===== src/rtl/lock_controller_if.sv =====
`default_nettype none
// ============================================================================
//  Module   : lock_controller_if
//  Purpose  : Bundles the keypad/command inputs and the status outputs of the
//             combination lock into one interface.
//  Signals  : btn      [3:0]  one-hot digit pulses (bit i = digit i)
//             lock_cmd        single-cycle relock request
//             prog            single-cycle program-new-code request
//             status   [1:0]  00 idle, 01 failed, 10 unlocked
//             count    [3:0]  digits entered so far (0..3)
//             lockout         high during the extended lockout hold
//  Modports : master (keypad side) drives the inputs, slave (lock) the outputs
//  Revision : 1.0  initial release
// ============================================================================
interface lock_controller_if;
    logic [3:0] btn;
    logic       lock_cmd;
    logic       prog;
    logic [1:0] status;
    logic [3:0] count;
    logic       lockout;

    modport master (
        output btn,
        output lock_cmd,
        output prog,
        input  status,
        input  count,
        input  lockout
    );

    modport slave (
        input  btn,
        input  lock_cmd,
        input  prog,
        output status,
        output count,
        output lockout
    );
endinterface
`default_nettype wire


===== src/rtl/lock_controller.sv =====
`default_nettype none
// ============================================================================
//  Module   : lock_controller
//  Purpose  : Three-digit combination lock with failure counting, timed
//             failure hold / lockout, inactivity timeout and code programming.
//  Ports    : clk    - single rising-edge clock
//             reset  - synchronous, active-low reset
//             bus    - lock_controller_if.slave (btn, lock_cmd, prog in;
//                      status, count, lockout out, all registered)
//  Revision : 1.0  initial release
// ============================================================================
module lock_controller #(
    parameter logic [5:0]  DEFAULT_CODE = 6'b00_01_10,
    parameter logic [25:0] TIMEOUT      = 26'd10_000_000,
    parameter logic [25:0] FAIL_HOLD    = 26'd5_000_000,
    parameter logic [1:0]  MAX_FAILS    = 2'd3
) (
    input  wire logic          clk,
    input  wire logic          reset,
    lock_controller_if.slave   bus
);

    typedef enum logic [2:0] {
        S_IDLE     = 3'd0,
        S_ENTRY    = 3'd1,
        S_FAILED   = 3'd2,
        S_UNLOCKED = 3'd3,
        S_PROGRAM  = 3'd4
    } state_t;

    localparam logic [1:0] C_ST_IDLE     = 2'b00;
    localparam logic [1:0] C_ST_FAILED   = 2'b01;
    localparam logic [1:0] C_ST_UNLOCKED = 2'b10;

    // The shared timer is wide enough for the 4x lockout hold.
    localparam logic [27:0] C_TIMEOUT_LAST   = {2'b00, TIMEOUT} - 28'd1;
    localparam logic [27:0] C_HOLD_LAST      = {2'b00, FAIL_HOLD} - 28'd1;
    localparam logic [27:0] C_LOCK_HOLD_LAST = {FAIL_HOLD, 2'b00} - 28'd1;

    state_t      state_q,    state_d;
    logic [1:0]  status_q,   status_d;
    logic [3:0]  count_q,    count_d;
    logic        lockout_q,  lockout_d;
    logic [1:0]  fails_q,    fails_d;
    logic [27:0] timer_q,    timer_d;
    logic        mismatch_q, mismatch_d;
    logic [5:0]  shadow_q,   shadow_d;
    logic [5:0]  code_q,     code_d;

    logic        w_press;
    logic [1:0]  w_digit;
    logic [1:0]  w_expected;
    logic [1:0]  w_fails_inc;
    logic        w_timeout;
    logic        w_hold_done;

    // Exactly one bit set counts as a press; zero or multiple bits are ignored.
    assign w_press = (bus.btn != 4'b0000) && ((bus.btn & (bus.btn - 4'd1)) == 4'b0000);

    always_comb begin
        w_digit = 2'd0;
        case (bus.btn)
            4'b0010: w_digit = 2'd1;
            4'b0100: w_digit = 2'd2;
            4'b1000: w_digit = 2'd3;
            default: w_digit = 2'd0;
        endcase
    end

    // Stored digit the next press is compared against, selected by the
    // number of digits already entered.
    always_comb begin
        w_expected = code_q[1:0];
        case (count_q[1:0])
            2'd0:    w_expected = code_q[5:4];
            2'd1:    w_expected = code_q[3:2];
            default: w_expected = code_q[1:0];
        endcase
    end

    assign w_fails_inc = (fails_q >= MAX_FAILS) ? MAX_FAILS : (fails_q + 2'd1);
    assign w_timeout   = (timer_q == C_TIMEOUT_LAST);
    // lockout_q is set on entry to FAILED, so it selects the hold length.
    assign w_hold_done = lockout_q ? (timer_q == C_LOCK_HOLD_LAST)
                                   : (timer_q == C_HOLD_LAST);

    always_comb begin
        state_d    = state_q;
        status_d   = status_q;
        count_d    = count_q;
        lockout_d  = lockout_q;
        fails_d    = fails_q;
        timer_d    = timer_q;
        mismatch_d = mismatch_q;
        shadow_d   = shadow_q;
        code_d     = code_q;

        case (state_q)
            S_IDLE: begin
                status_d  = C_ST_IDLE;
                count_d   = 4'd0;
                lockout_d = 1'b0;
                timer_d   = 28'd0;
                if (w_press) begin
                    state_d    = S_ENTRY;
                    count_d    = 4'd1;
                    mismatch_d = (w_digit != w_expected);
                end
            end

            S_ENTRY: begin
                status_d = C_ST_IDLE;
                if (count_q == 4'd3) begin
                    // Third digit was registered last edge; resolve now.
                    count_d = 4'd0;
                    timer_d = 28'd0;
                    if (mismatch_q) begin
                        state_d   = S_FAILED;
                        status_d  = C_ST_FAILED;
                        fails_d   = w_fails_inc;
                        lockout_d = (w_fails_inc == MAX_FAILS);
                    end else begin
                        state_d  = S_UNLOCKED;
                        status_d = C_ST_UNLOCKED;
                        fails_d  = 2'd0;
                    end
                end else if (w_press) begin
                    count_d    = count_q + 4'd1;
                    mismatch_d = mismatch_q | (w_digit != w_expected);
                    timer_d    = 28'd0;
                end else if (w_timeout) begin
                    state_d  = S_IDLE;
                    count_d  = 4'd0;
                    timer_d  = 28'd0;
                end else begin
                    timer_d = timer_q + 28'd1;
                end
            end

            S_FAILED: begin
                status_d = C_ST_FAILED;
                count_d  = 4'd0;
                if (w_hold_done) begin
                    state_d    = S_IDLE;
                    status_d   = C_ST_IDLE;
                    lockout_d  = 1'b0;
                    timer_d    = 28'd0;
                    mismatch_d = 1'b0;
                end else begin
                    timer_d = timer_q + 28'd1;
                end
            end

            S_UNLOCKED: begin
                status_d = C_ST_UNLOCKED;
                count_d  = 4'd0;
                timer_d  = 28'd0;
                if (bus.lock_cmd) begin
                    state_d  = S_IDLE;
                    status_d = C_ST_IDLE;
                end else if (bus.prog) begin
                    state_d  = S_PROGRAM;
                    shadow_d = 6'd0;
                end
            end

            S_PROGRAM: begin
                status_d = C_ST_UNLOCKED;
                if (bus.lock_cmd) begin
                    state_d  = S_IDLE;
                    status_d = C_ST_IDLE;
                    count_d  = 4'd0;
                    timer_d  = 28'd0;
                end else if (count_q == 4'd3) begin
                    // Whole new code committed in one edge.
                    code_d  = shadow_q;
                    state_d = S_UNLOCKED;
                    count_d = 4'd0;
                    timer_d = 28'd0;
                end else if (w_press) begin
                    count_d  = count_q + 4'd1;
                    shadow_d = {shadow_q[3:0], w_digit};
                    timer_d  = 28'd0;
                end else if (w_timeout) begin
                    state_d = S_UNLOCKED;
                    count_d = 4'd0;
                    timer_d = 28'd0;
                end else begin
                    timer_d = timer_q + 28'd1;
                end
            end

            default: begin
                state_d   = S_IDLE;
                status_d  = C_ST_IDLE;
                count_d   = 4'd0;
                lockout_d = 1'b0;
                timer_d   = 28'd0;
            end
        endcase
    end

    always_ff @(posedge clk) begin
        if (!reset) begin
            state_q    <= S_IDLE;
            status_q   <= C_ST_IDLE;
            count_q    <= 4'd0;
            lockout_q  <= 1'b0;
            fails_q    <= 2'd0;
            timer_q    <= 28'd0;
            mismatch_q <= 1'b0;
            shadow_q   <= 6'd0;
            code_q     <= DEFAULT_CODE;
        end else begin
            state_q    <= state_d;
            status_q   <= status_d;
            count_q    <= count_d;
            lockout_q  <= lockout_d;
            fails_q    <= fails_d;
            timer_q    <= timer_d;
            mismatch_q <= mismatch_d;
            shadow_q   <= shadow_d;
            code_q     <= code_d;
        end
    end

    assign bus.status  = status_q;
    assign bus.count   = count_q;
    assign bus.lockout = lockout_q;

endmodule
`default_nettype wire


===== src/flat_wrapper.sv =====
// flat-port wrapper written by rule: the top's interface ports become plain ports
module lock_controller_flat 
#(
    parameter logic [5:0]  DEFAULT_CODE = 6'b00_01_10,
    parameter logic [25:0] TIMEOUT      = 26'd10_000_000,
    parameter logic [25:0] FAIL_HOLD    = 26'd5_000_000,
    parameter logic [1:0]  MAX_FAILS    = 2'd3
)
  (clk, reset, bus_btn, bus_lock_cmd, bus_prog, bus_status, bus_count, bus_lockout);
  lock_controller_if bus_i ();
  input  wire logic clk;
  input  wire logic reset;
  input wire logic [$bits(bus_i.btn)-1:0] bus_btn;
  input wire logic [$bits(bus_i.lock_cmd)-1:0] bus_lock_cmd;
  input wire logic [$bits(bus_i.prog)-1:0] bus_prog;
  output wire logic [$bits(bus_i.status)-1:0] bus_status;
  output wire logic [$bits(bus_i.count)-1:0] bus_count;
  output wire logic [$bits(bus_i.lockout)-1:0] bus_lockout;
  assign bus_i.btn = bus_btn;
  assign bus_i.lock_cmd = bus_lock_cmd;
  assign bus_i.prog = bus_prog;
  assign bus_status = bus_i.status;
  assign bus_count = bus_i.count;
  assign bus_lockout = bus_i.lockout;
  lock_controller #(.DEFAULT_CODE(DEFAULT_CODE), .TIMEOUT(TIMEOUT), .FAIL_HOLD(FAIL_HOLD), .MAX_FAILS(MAX_FAILS)) u_core (.clk(clk), .reset(reset), .bus(bus_i));
endmodule

===== config.mk =====
export PLATFORM = sky130hd
export DESIGN_NAME = lock_controller_flat
export DESIGN_NICKNAME = d
export VERILOG_FILES = /design/src/rtl/lock_controller_if.sv /design/src/rtl/lock_controller.sv /design/src/flat_wrapper.sv
export SDC_FILE = /design/constraint.sdc
export NUM_CORES = 1
export LEC_CHECK = 0
export CAP_MARGIN = 20
export CORE_MARGIN = 4
export CORE_UTILIZATION = 55
export DETAILED_ROUTE_END_ITERATION = 8
export PLACE_DENSITY = 0.76
export SLEW_MARGIN = 40
export SYNTH_ARGS = -nofsm -noshare
export SYNTH_HDL_FRONTEND = slang
export SYNTH_SLANG_ARGS = --single-unit

===== constraint.sdc =====
create_clock -name clk -period 6.41 [get_ports clk]
set_input_delay 1.6025 -clock clk [delete_from_list [all_inputs] [get_ports clk]]
set_output_delay 1.6025 -clock clk [all_outputs]
set_load 0.02 [all_outputs]

Word level (Yosys, flattened, before mapping)
Cells that the tools add are included.
Operators by class
  bitwise gates (word level): 4
  multipliers: 0
  muxes and demuxes: 49
  shift-type cells: 0
  divide/modulo/power cells: 0
  reduce and logical (&&, ||, !) cells: 14
  equal/unequal tests: 30
  add/subtract/negate cells: 4
  order comparisons: 1
Operator list (number)
  $mux 28: 5
  $pmux 28 s3: 1
  $mux 3: 11
  $mux 6: 5
  $add 28x1->28 const B: 1
  $eq 28x23->1 const B: 1
  $eq 28x24->1 const B: 1
  $eq 28x25->1 const B: 1
  $mux 4: 4
  $pmux 3 s5: 1
  $ne 2x1->1 const B: 6
  $pmux 2 s3: 2
  $pmux 4 s3: 1
  $pmux 6 s2: 1
  $mux 1: 10
  $mux 2: 5
  $ne 2x2->1 const B: 5
  $eq 4x2->1 const B: 2
  $reduce_and 7->1: 1
  $eq 3x2->1 const B: 2
  $ne 3x3->1 const B: 2
  $pmux 1 s3: 2
  $reduce_and 6->1: 1
  $reduce_and 5->1: 1
  29 further kinds: 30
Storage, ports and cells
  memory bits (read-only): 0
  output and inout bits: 7
  memories kept: 0
  memory bits (writable): 0
  input port bits: 8
  logic and storage cells: 111
  bits in latches: 0
  register bits after elaboration: 53

Depth between registers and ports, before layout
Gate-level depths: netlist of run 1.
  depth in word-level cells: 8
  gate-level depth with buffers: 8
  mapped depth without buffers: 8

Worst setup path before layout of run 1
OpenSTA, ideal clock, no wires.
  path kind: input -> register
  from: input bus_btn[2]
  to: register u_core.state_q[2]
  arrival: 3.023 ns
  setup slack: 3.266 ns
  cell stages on the path: 5
  setup time: 0.121 ns
  buffers on the path: 0
  required time: 6.289 ns
  cells stage by stage: xnor2_1 > or3_1 > and2_1 > a2111oi_4 > mux2_4
Between the ends
  longest elaborated chain between the ends: 6
  elaborated cells between the ends (all ways): 9
  those cells by class: add/sub (1); eq/ne (3); bitwise (1); reduce/logical (4)
RTL lines
  from (decl): RTL line flat_wrapper.sv:13  | input wire logic [$bits(bus_i.btn)-1:0] bus_btn;
  $sub 4x1->4: RTL line lock_controller.sv:58  | assign w_press = (bus.btn != 4'b0000) && ((bus.btn & (bus.btn - 4'd1)) == 4'b0000);
  $and 4x4->4: RTL line lock_controller.sv:58
  $logic_not 4->1: RTL line lock_controller.sv:58
  $logic_and 1x1->1 *: RTL line lock_controller.sv:58
  $ne 4x4->1 (no source line), or another cell as far along
  $reduce_and 7->1 (no source line) *
  to (signal assigned): RTL line lock_controller.sv:215  | state_q <= state_d;
  to (decl): RTL line lock_controller.sv:40  | state_t state_q, state_d;
Every way passes the cells marked *; elsewhere a longest branch is shown, timed or not.
A chain may end at the register's enable or synchronous reset.

Worst setup path in the final report of run 1
  from: input bus_btn[3]
  to: register u_core.timer_q[23]
Between the ends
  longest elaborated chain between the ends: 8
  elaborated cells between the ends (all ways): 9
  those cells by class: add/sub (1); mux (4); bitwise (1); reduce/logical (3)
RTL lines
  $sub 4x1->4: RTL line lock_controller.sv:58
  $and 4x4->4: RTL line lock_controller.sv:58
  $logic_not 4->1: RTL line lock_controller.sv:58
  $logic_and 1x1->1 *: RTL line lock_controller.sv:58
  $mux 28 *: RTL line lock_controller.sv:127  | end else if (w_press) begin
  $mux 28 *: RTL line lock_controller.sv:174  | end else if (count_q == 4'd3) begin
  $mux 28: RTL line lock_controller.sv:169  | if (bus.lock_cmd) begin
  $pmux 28 s3 *: RTL line lock_controller.sv:98  | case (state_q)
  to (signal assigned): RTL line lock_controller.sv:220  | timer_q <= timer_d;
  to (decl): RTL line lock_controller.sv:45  | logic [27:0] timer_q, timer_d;
Marked as above.

==> metrics.md, run 1 <==
| Metric | Value |
|---|---|
| Post-synthesis cell type count | `50` |
| Layout cells sized above 1 | `7.67%` |
| Area of the multi-input gates | `1610 um^2` |
| Final-stage net count | `363` |
| EDFF count, synth | `0` |
| Clock Sinks | `53` |
| RSZ-0062 raised after global routing | `false` |
| Crit Path Class | `input pin to register` |
| Setup TNS Final | `0 ns` |
| Die width | `78.8 um` |
| DRC | `0` |
| #FFs+latches synth | `53` |
| Root buffer cell | `clkbuf_8` |
| Synth top area share | `38.5%` |
| Max_slew headroom | `54.7%` |
| Pre-CTS WS | `2.50 ns` |
| RePlAce Congestion | `0.863` |
| Tot GR Track Use | `20.8%` |
| CP Cell Sequence | `clkdlybuf4s50_1 -> xnor2_1 -> or3_1 -> nand2_1 -> nor3_1 -> o21ai_4 -> nor2_1` |
| Hold_buf cts | `0` |
| R2R Path Start | `u_core.timer_q[0]` |
| # diodes | `0` |
| R2R Path End | `u_core.state_q[2]` |
| Synth Area per Inst | `8.08 um^2` |
| Initial Util | `57.6%` |
| Buffers inserted during post-CTS setup optimization | `0` |
| Post-route cell area | `3060 um^2` |
| Commonest non-fill, non-tap cells in the layout | `dfxtp_1, nor2_1, nand2_1` |
| Largest area contributor in the netlist | `dfxtp_1` |
| Number of global-route vias before repair | `2,291` |
| Worst EP required | `6.57 ns` |
| FP Rows | `25` |
| Die height | `78.8 um` |
| Clock Skews | `0.00968 ns` |
| CTS tree | `yes` |
| H-tree Lvls | `2` |
| Worst-margin pin slew | `0.674 ns` |
| PwrDens | `227 nW/um^2` |
| Hold Path Class | `register to register` |
| Status | `complete, no violations` |
| Post-synthesis sequential area ratio | `38.5%` |
| Register Area | `1060 um^2` |
| Final HPWL DP | `4.06 mm` |
| Vias per inst | `5.69` |
| Num CTS Buffers | `5` |
| CP delay by family, top | `simple AND/OR/NAND/NOR gates` |
| Final min period | `3.59 ns` |
| Peak supply drop | `130 uV` |
| Crit Path Max Fanout | `27` |
| Critical Path Start | `bus_btn[3]` |
| Synth Warn # | `0` |
| Commonest non-fill, non-tap cell in the layout | `dfxtp_1` |
| Initial antenna violation count | `0` |
| Fillers | `433` |
| Crit path buf inv count | `1` |
| Post-Synthesis Cells | `341` |
| Worst Setup End Kind | `register` |
| Fmax achieved | `279 MHz` |
| Clk_lat worst skew | `0.31 ns` |
| Ys flop type | `dfxtp_1` |
| Area Overhead vs Synth | `10.9%` |
| Syn Nets | `353` |
| Utilization after layout | `63.9%` |
| Total Wirelength | `5.79 mm` |
| CP Depth | `7` |
| DR WL/cell | `13.8 um` |
| I/O pins | `15` |
| Area contributors post-synth | `dfxtp_1, nor2_1, nand2_1, xor2_1, nand3_1` |
| I/O Buffers | `14` |
| LEAKAGE | `0.000947 uW` |
| CP Launch Type | `input pin` |
| Period utilization | `56.0%` |
| Total core area | `4790 um^2` |
| Final ANT Viol Nets | `0` |
| Placed inst area | `2930 um^2` |
| Endpoints failing setup | `0` |
| Reg2Reg Depth | `7` |
| Total power | `695 uW` |
| Clk slew on worst S/H paths | `0.10 ns` |
| Post-Syn Area | `2760 um^2` |
| Worst Slack Setup Final | `2.82 ns` |
| Grt total ovfl | `0` |
| First-pass GRT wire length | `10.4 mm` |
| Largest net degree at the start of global routing | `28` |
| Post-synth ARST share | `0%` |
| Die Area | `6210 um^2` |
| Crit path DAT | `3.75 ns` |
| Drt pass-1 iters | `4` |
| CP max stage cell | `o21ai_4` |
| Final Hold Viols | `0` |
| Max clock buf depth | `2` |
| FF-to-FF setup slack | `3.99 ns` |
| Max Cap Viol | `0` |
| Via Count | `2,385` |
| Final Slew Violations | `0` |
| Max stage delay on crit path | `0.54 ns` |
| Initial DRC count | `173` |
| Post-cts resize count | `0` |
| Worst Setup EP | `u_core.timer_q[23]` |
worst min-delay path by stage:
stage	start	endpoint	slack (ns)	cells after the start
global route	u_core.code_q[4]	u_core.code_q[4]	0.49	2
CTS	u_core.shadow_q[4]	u_core.shadow_q[4]	0.46	2
finish	u_core.shadow_q[4]	u_core.shadow_q[4]	0.46	2
detailed placement	u_core.shadow_q[4]	u_core.shadow_q[4]	0.45	2
global placement	u_core.timer_q[0]	u_core.timer_q[0]	0.44	1
floorplan	u_core.timer_q[0]	u_core.timer_q[0]	0.43	1
tightest hold or removal path: cells and delay by family (launching register included):
kind / cells / cell delay (ns)
AOI/OAI and AO/OA: 1 / 0.05
DFF: 1 / 0.32
and+or+nand+nor: 1 / 0.05
area by class of cell:
class,instances,area share [%]
clock buffer,6,2.70
tap,67,2.74
multi-input combinational,268,52.8
inverter,8,0.982
sequential,53,34.7
timing repair buffer,15,4.83
clock inverter,2,1.23
cell families (layout without fill, tap and decap cells):
family | after synthesis | after routing | synth area share, %
fa+ha+maj | 4 | 4 | 1.82
flops | 53 | 53 | 38.5
buf+inv | 20 | 31 | 3.41
xor+xnor | 31 | 31 | 9.85
mux | 4 | 4 | 1.63
compound gates | 49 | 49 | 11.8
simple gates | 180 | 180 | 33.0
power by group:
part / switching (uW) / internal [uW] / total [uW]
Clock: 109 / 127 / 236
Sequential: 12.5 / 335 / 347
Combinational: 64.0 / 47.8 / 112
cells in the mapped netlist, types with 2 or more instances:
cell type / instances
dfxtp_1: 53
nor2_1: 48
nand2_1: 44
nand3_1: 28
a21oi_1: 23
xor2_1: 17
xnor2_1: 14
nor3_1: 13
o21ai_0: 8
clkbuf_1: 7
inv_1: 7
or3_1: 7
nand4_1: 6
and3_1: 5
and2_1: 4
ha_1: 4
or2_2: 4
buf_2: 3
mux2i_1: 3
nor2b_1: 3
a211oi_1: 2
a21oi_2: 2
a22o_1: 2
a31oi_1: 2
and4_1: 2
buf_6: 2
nand4b_1: 2
nor4_2: 2
nor4b_1: 2
o31ai_1: 2
per-stage QoR:
| stage | hold WS [ns] | cells |
|---|---|---|
| floorplan | 0.430 | 341 |
| global placement | 0.442 | 411 |
| detailed placement | 0.449 | 411 |
| CTS | 0.462 | 419 |
| global route | 0.494 | 419 |
| finish | 0.461 | 419 |
state kept, by name (all words and copies together), names as in the netlist:
signal and flops:
u_core.bus.count 4, u_core.shadow_q 6, u_core.timer_q 28, u_core.bus.status 2, u_core.mismatch_q 1, u_core.bus.lockout 1
u_core.code_q 6, u_core.state_q 3, u_core.fails_q 2
routing by layer:
metal | wire length (um) | track usage [%] | up-vias
met5 | 0 | 0 | -
met4 | 101 | 7.17 | 0
met3 | 303 | 4.42 | 13
met2 | 2580 | 32.8 | 75
met1 | 2800 | 28.2 | 1098
li1 | - | - | 1199
No activity file was read; power rests on OpenSTA's default activity.
==> run 2: changes to the inputs <==
--- a/config.mk
+++ b/config.mk
@@ -7,9 +7,9 @@
 export LEC_CHECK = 0
 export CAP_MARGIN = 20
 export CORE_MARGIN = 4
-export CORE_UTILIZATION = 55
+export CORE_UTILIZATION = 53
 export DETAILED_ROUTE_END_ITERATION = 8
-export PLACE_DENSITY = 0.76
+export PLACE_DENSITY = 0.77
 export SLEW_MARGIN = 40
 export SYNTH_ARGS = -nofsm -noshare
 export SYNTH_HDL_FRONTEND = slang
==> constraint.sdc (replaced) <==
create_clock -name clk -period 2.9 [get_ports clk]
set_input_delay 0.725 -clock clk [delete_from_list [all_inputs] [get_ports clk]]
set_output_delay 0.725 -clock clk [all_outputs]
set_load 0.02 [all_outputs]
==> run 2 against run 1 <==
  * Clock skew decreased by 0.00078 ns
  * Combinational power increased by 140%
  * Clock power increased by 140%
  * Worst hold slack improved by 0.00078 ns
  * Cell area increased by 2.1%
  * Sequential power increased by 120%
  * Non-clock buffer count increased by 7
  * Utilization increased by 0.11 points
==> metrics.md, run 2 (synthesized netlist as in run 1, its figures left out) <==
| Metric | Value |
|---|---|
| Tot GR Track Use | `19.1%` |
| Crit path buf inv count | `2` |
| Final Non-Filler Cells | `426` |
| Final Slew Violations | `0` |
| Area Overhead vs Synth | `13.3%` |
| CP Cell Sequence | `clkdlybuf4s50_1 -> xnor2_1 -> or3_1 -> and2_1 -> a2111oi_4 -> buf_4 -> mux2i_1` |
| LEAKAGE | `0.000997 uW` |
| Area of the multi-input gates | `1600 um^2` |
| Sw Ratio | `25.1%` |
| Final Hold Viols | `0` |
| CTS tree | `yes` |
| Setup TNS Final | `0 ns` |
| Drt pass-1 iters | `4` |
| DR WL/cell | `13.5 um` |
| Clk slew on worst S/H paths | `0.09 ns` |
| Num CTS Buffers | `5` |
| Final HPWL DP | `4.23 mm` |
| Worst-margin pin slew | `0.736 ns` |
| Die height | `80.1 um` |
| Via Count | `2,401` |
| Total Wirelength | `5.73 mm` |
| Worst Setup End Kind | `register` |
| Vias per inst | `5.64` |
| Max clock buf depth | `2` |
| Crit Path Max Fanout | `5` |
| CP delay by family, top | `buffers and inverters` |
| Hold Path Class | `register to register` |
| Final ANT Viol Nets | `0` |
| Endpoints failing setup | `0` |
| Placed insts | `418` |
| Largest Register | `u_core.timer_q` |
| First-pass GRT wire length | `9.96 mm` |
| Layout cells sized above 1 | `9.19%` |
| Hold path depth | `2` |
| Clock Skews | `0.00890 ns` |
| CP Depth | `7` |
| Max Cap Viol | `0` |
| Regs by FF count | `u_core.timer_q (28), u_core.code_q (6), u_core.shadow_q (6)` |
| Number of flip-flops in the largest register | `28` |
| CP Launch Type | `input pin` |
| Status | `complete, no violations` |
| Number of global-route vias before repair | `2,145` |
| Total core area | `4880 um^2` |
| Final-stage net count | `370` |
| CP max stage cell | `clkdlybuf4s50_1` |
| RSZ-0062 raised after global routing | `false` |
| Largest net degree at the start of global routing | `28` |
| Placed inst area | `2990 um^2` |
| Post-cts resize count | `0` |
| Fillers | `425` |
| Period utilization | `86.9%` |
| Fmax achieved | `397 MHz` |
| Initial antenna violation count | `0` |
| Hold_buf cts | `0` |
| Grt total ovfl | `0` |
| Crit Path Class | `input pin to register` |
| Crit path DAT | `2.75 ns` |
| FP Rows | `25` |
| Buffers inserted during post-CTS setup optimization | `0` |
| Commonest non-fill, non-tap cells in the layout | `dfxtp_1, nor2_1, nand2_1` |
| Root buffer cell | `clkbuf_8` |
| Final min period | `2.52 ns` |
| Max_slew headroom | `50.5%` |
| Register Area | `1060 um^2` |
| Post-route cell area | `3120 um^2` |
| Die Area | `6420 um^2` |
| Clock group share of total power | `35.7%` |
| Share of power burned in registers | `47.7%` |
| Commonest non-fill, non-tap cell in the layout | `dfxtp_1` |
| Initial Util | `56.5%` |
| H-tree Lvls | `2` |
| Initial DRC count | `153` |
| Reg2Reg Depth | `8` |
| PwrDens | `515 nW/um^2` |
| Logic pwr share | `16.6%` |
| I/O pins | `15` |
| I/O Buffers | `14` |
| Int Pwr | `1200 uW` |
| DRC | `0` |
| Worst EP required | `3.13 ns` |
| Max stage delay on crit path | `0.48 ns` |
| P_sw | `404 uW` |
| Clk_lat worst skew | `0.30 ns` |
| Die width | `80.1 um` |
| RePlAce Congestion | `0.875` |
| # diodes | `0` |
| Peak supply drop | `351 uV` |
| Clock Sinks | `53` |
run 2: worst reg2reg max path: stages (launching register included):
cell and delay, ns:
dfxtp_1 0.38, ha_1 0.22, and4_1 0.24, nand3_1 0.23
nor4_4 0.43, a21oi_2 0.14, a2111oi_4 0.35, buf_4 0.19
mux2i_1 0.17
run 2: per-stage QoR:
step	setup slack, ns	hold slack (ns)	power, uW	util, %
3_5_place_dp	0.0724	0.451	1050	61.2
2_1_floorplan	0.633	0.430	974	-
4_1_cts	0.393	0.465	1620	64.0
5_1_grt	0.258	0.483	1690	64.0
3_3_place_gp	0.123	0.444	1040	61.2
6_report	0.380	0.462	1610	64.0
run 2: layout make-up:
cell class | instances | area share [%]
Sequential cell | 53 | 34.0
Clock buffer | 5 | 2.20
Tap cell | 67 | 2.69
Multi-Input combinational cell | 268 | 51.3
Inverter | 8 | 0.962
Clock inverter | 3 | 2.08
Timing Repair Buffer | 22 | 6.81
run 2: final timing paths:
check                         start           endpoint  slack [ns]
setup / recovery         bus_btn[3]  u_core.state_q[0]        0.38
hold / removal     u_core.code_q[3]   u_core.code_q[3]        0.46
setup reg to reg  u_core.timer_q[0]  u_core.state_q[0]        0.48
hold reg to reg    u_core.code_q[3]   u_core.code_q[3]        0.46
run 2: power by group through the flow:
stage | Sequential (uW) | Clock, uW | Combinational, uW
final | 767 | 574 | 267
after global routing | 771 | 624 | 297
after CTS | 766 | 592 | 265
after detailed placement | 784 | 0 | 263
after global placement | 782 | 0 | 257
after floorplan | 768 | 0 | 206
run 2: routing by layer:
layer	vias to the layer above	routed length, um	global-route usage, %
met2	67	2570	28.5
met3	6	250	2.80
met5	-	0	0
met1	1112	2850	28.1
met4	0	68	6.42
li1	1216	-	-
==> run 3: changes to the inputs <==
--- a/config.mk
+++ b/config.mk
@@ -6,6 +6,7 @@
 export NUM_CORES = 1
 export LEC_CHECK = 0
 export CAP_MARGIN = 20
+export CORE_ASPECT_RATIO = 1.75
 export CORE_MARGIN = 4
 export CORE_UTILIZATION = 53
 export DETAILED_ROUTE_END_ITERATION = 8
==> run 3 against run 2 <==
  * Critical path depth fell by 1
  * Cell area fell by 1.5%
  * Sequential power barely moved
  * Sequential cell count did not move
  * Global-route usage rose by 0.98 points
  * Sequential share of layout area rose by 0.53 points
  * Clock skew rose by 0.0094 ns
  * Clock power fell by 25%
  * Final cell count fell by 2.8%
  * Critical endpoint is now u_core.state_q[2]
  * Highest routed layer unchanged
==> metrics.md, run 3 (synthesized netlist as in run 1, its figures left out) <==
| Metric | Value |
|---|---|
| Status | `complete, no violations` |
| Die height | `103 um` |
| Utilization after layout | `61.2%` |
| Clock Skews | `0.0183 ns` |
| Clock group share of total power | `29.5%` |
| Pre-CTS WS | `0.115 ns` |
| Max_slew headroom | `57.3%` |
| Via Count | `2,387` |
| Initial Util | `54.9%` |
| Worst hold slack | `0.457 ns` |
| Max Cap Viol | `0` |
| Crit Path Max Fanout | `4` |
| Worst Slack Setup Final | `0.434 ns` |
| Fillers | `462` |
| Share of power burned in registers | `52.4%` |
| Number of global-route vias before repair | `2,317` |
| Setup TNS Final | `0 ns` |
| Grt met1 use | `19.6%` |
| Initial DRC count | `141` |
| Final Slew Violations | `0` |
| Hold EP | `u_core.shadow_q[5]` |
| Sw Ratio | `29.1%` |
| RSZ-0062 raised after global routing | `false` |
| DRC | `0` |
| P_sw | `425 uW` |
| Regs by FF count | `u_core.timer_q (28), u_core.code_q (6), u_core.shadow_q (6)` |
| Fmax achieved | `406 MHz` |
| Placed insts | `406` |
| Final Hold Viols | `0` |
| Die width | `62.5 um` |
| # diodes | `0` |
| Worst Setup End Kind | `register` |
| Total Wirelength | `6.11 mm` |
| Root buffer cell | `clkbuf_8` |
| FP Rows | `34` |
| Layout cells sized above 1 | `9.44%` |
| LEAKAGE | `0.000982 uW` |
| Hold_buf cts | `0` |
| R2R Path Start | `u_core.timer_q[0]` |
| Die Area | `6460 um^2` |
| Endpoints failing setup | `0` |
| Worst EP required | `3.10 ns` |
| CP Cell Sequence | `clkdlybuf4s50_1 -> xnor2_1 -> or3_1 -> and2_1 -> a2111oi_4 -> mux2_4` |
| I/O pins | `15` |
| CP Launch Type | `input pin` |
| Clk slew on worst S/H paths | `0.11 ns` |
| Global Route met2 Usage | `40.2%` |
| DR WL/cell | `14.7 um` |
| Int Pwr | `1040 uW` |
| Logic pwr share | `18.1%` |
| Max stage delay on crit path | `0.48 ns` |
| Final min period | `2.47 ns` |
| Reg2Reg Depth | `7` |
| H-tree Lvls | `2` |
| Drt pass-1 iters | `5` |
| First-pass GRT wire length | `10.4 mm` |
| Most Used Layer, Global Route | `met2` |
| Commonest non-fill, non-tap cells in the layout | `dfxtp_1, nor2_1, nand2_1` |
| I/O Buffers | `14` |
| Final HPWL DP | `4.66 mm` |
| Commonest non-fill, non-tap cell in the layout | `dfxtp_1` |
| Clock Sinks | `53` |
| Largest Register | `u_core.timer_q` |
| Buffers inserted during post-CTS setup optimization | `0` |
| Tot GR Track Use | `20.1%` |
| Largest net degree at the start of global routing | `28` |
| Clk_lat worst skew | `0.32 ns` |
| R2R Path End | `u_core.state_q[2]` |
| Post-cts resize count | `0` |
| Hold path depth | `2` |
| Hold Startpoint | `u_core.shadow_q[5]` |
| CTS tree | `yes` |
| Num CTS Buffers | `5` |
| Max clock buf depth | `2` |
| FF-to-FF setup slack | `0.50 ns` |
| Initial antenna violation count | `0` |
| M3 GR Usage | `2.59%` |
| Final Non-Filler Cells | `414` |
| RePlAce Congestion | `0.950` |
| Worst-margin pin slew | `0.635 ns` |
| Final ANT Viol Nets | `0` |
| Period utilization | `85.0%` |
| Crit path DAT | `2.67 ns` |
| Number of flip-flops in the largest register | `28` |
| Area Overhead vs Synth | `11.6%` |
| Final-stage net count | `371` |
| CP max stage cell | `clkdlybuf4s50_1` |
| Vias per inst | `5.77` |
| Grt total ovfl | `0` |
| Peak supply drop | `366 uV` |
| Hold Path Class | `register to register` |
| PwrDens | `476 nW/um^2` |
| Total core area | `5020 um^2` |
| Crit Path Class | `input pin to register` |
-- run 3: cell types whose count changed in the layout (fill, tap and decap cells not counted), sizes merged --
cell	change
bufinv	-2
buf	+1
clkinv	+1
inv	+1
-- run 3: per-stage QoR --
stage	instance area, um^2	total power (uW)
finish	3070	1460
detailed placement	2980	1050
CTS	3070	1480
floorplan	2760	974
global route	3070	1540
global placement	2980	1050
-- run 3: area by class of cell --
| cell class | instances | area [um^2] | area share, % |
|---|---|---|---|
| flip-flops and latches | 53 | 1060 | 34.5 |
| clock inverters | 3 | 26.3 | 0.855 |
| multi-input cells | 268 | 1600 | 52.1 |
| well taps | 54 | 67.6 | 2.20 |
| clock buffers | 5 | 68.8 | 2.24 |
| inverters | 8 | 30.0 | 0.977 |
| repair buffers | 23 | 220 | 7.16 |
-- run 3: worst max path at each step --
| stage | cells after the start | to | slack (ns) | startpoint |
|---|---|---|---|---|
| floorplan | 5 | u_core.state_q[2] | 0.63 | bus_btn[2] |
| global placement | 6 | u_core.state_q[2] | 0.16 | bus_btn[3] |
| detailed placement | 6 | u_core.state_q[2] | 0.11 | bus_btn[3] |
| CTS | 6 | u_core.state_q[2] | 0.46 | bus_btn[3] |
| global route | 8 | u_core.state_q[0] | 0.29 | bus_btn[3] |
| finish | 6 | u_core.state_q[2] | 0.43 | bus_btn[3] |
-- run 3: worst max-delay path: cells and delay by family --
kind | cells | cell delay [ns]
buffers and inverters | 1 | 0.48
AND/OR/NAND/NOR | 2 | 0.61
multiplexers | 1 | 0.33
AO/OA/AOI/OAI | 1 | 0.36
XOR/XNOR | 1 | 0.15
-- run 3: power by group through the flow --
stage	logic [uW]	clock network (uW)	registers, uW
2_1_floorplan	206	0	768
3_3_place_gp	262	0	783
3_5_place_dp	264	0	784
4_1_cts	266	450	767
5_1_grt	295	478	771
6_report	265	432	768
-- run 3: layer usage --
layer | wire (um) | vias up
li1 | - | 1219
met1 | 2250 | 1081
met2 | 3380 | 65
met3 | 218 | 22
met4 | 252 | 0
met5 | 0 | -
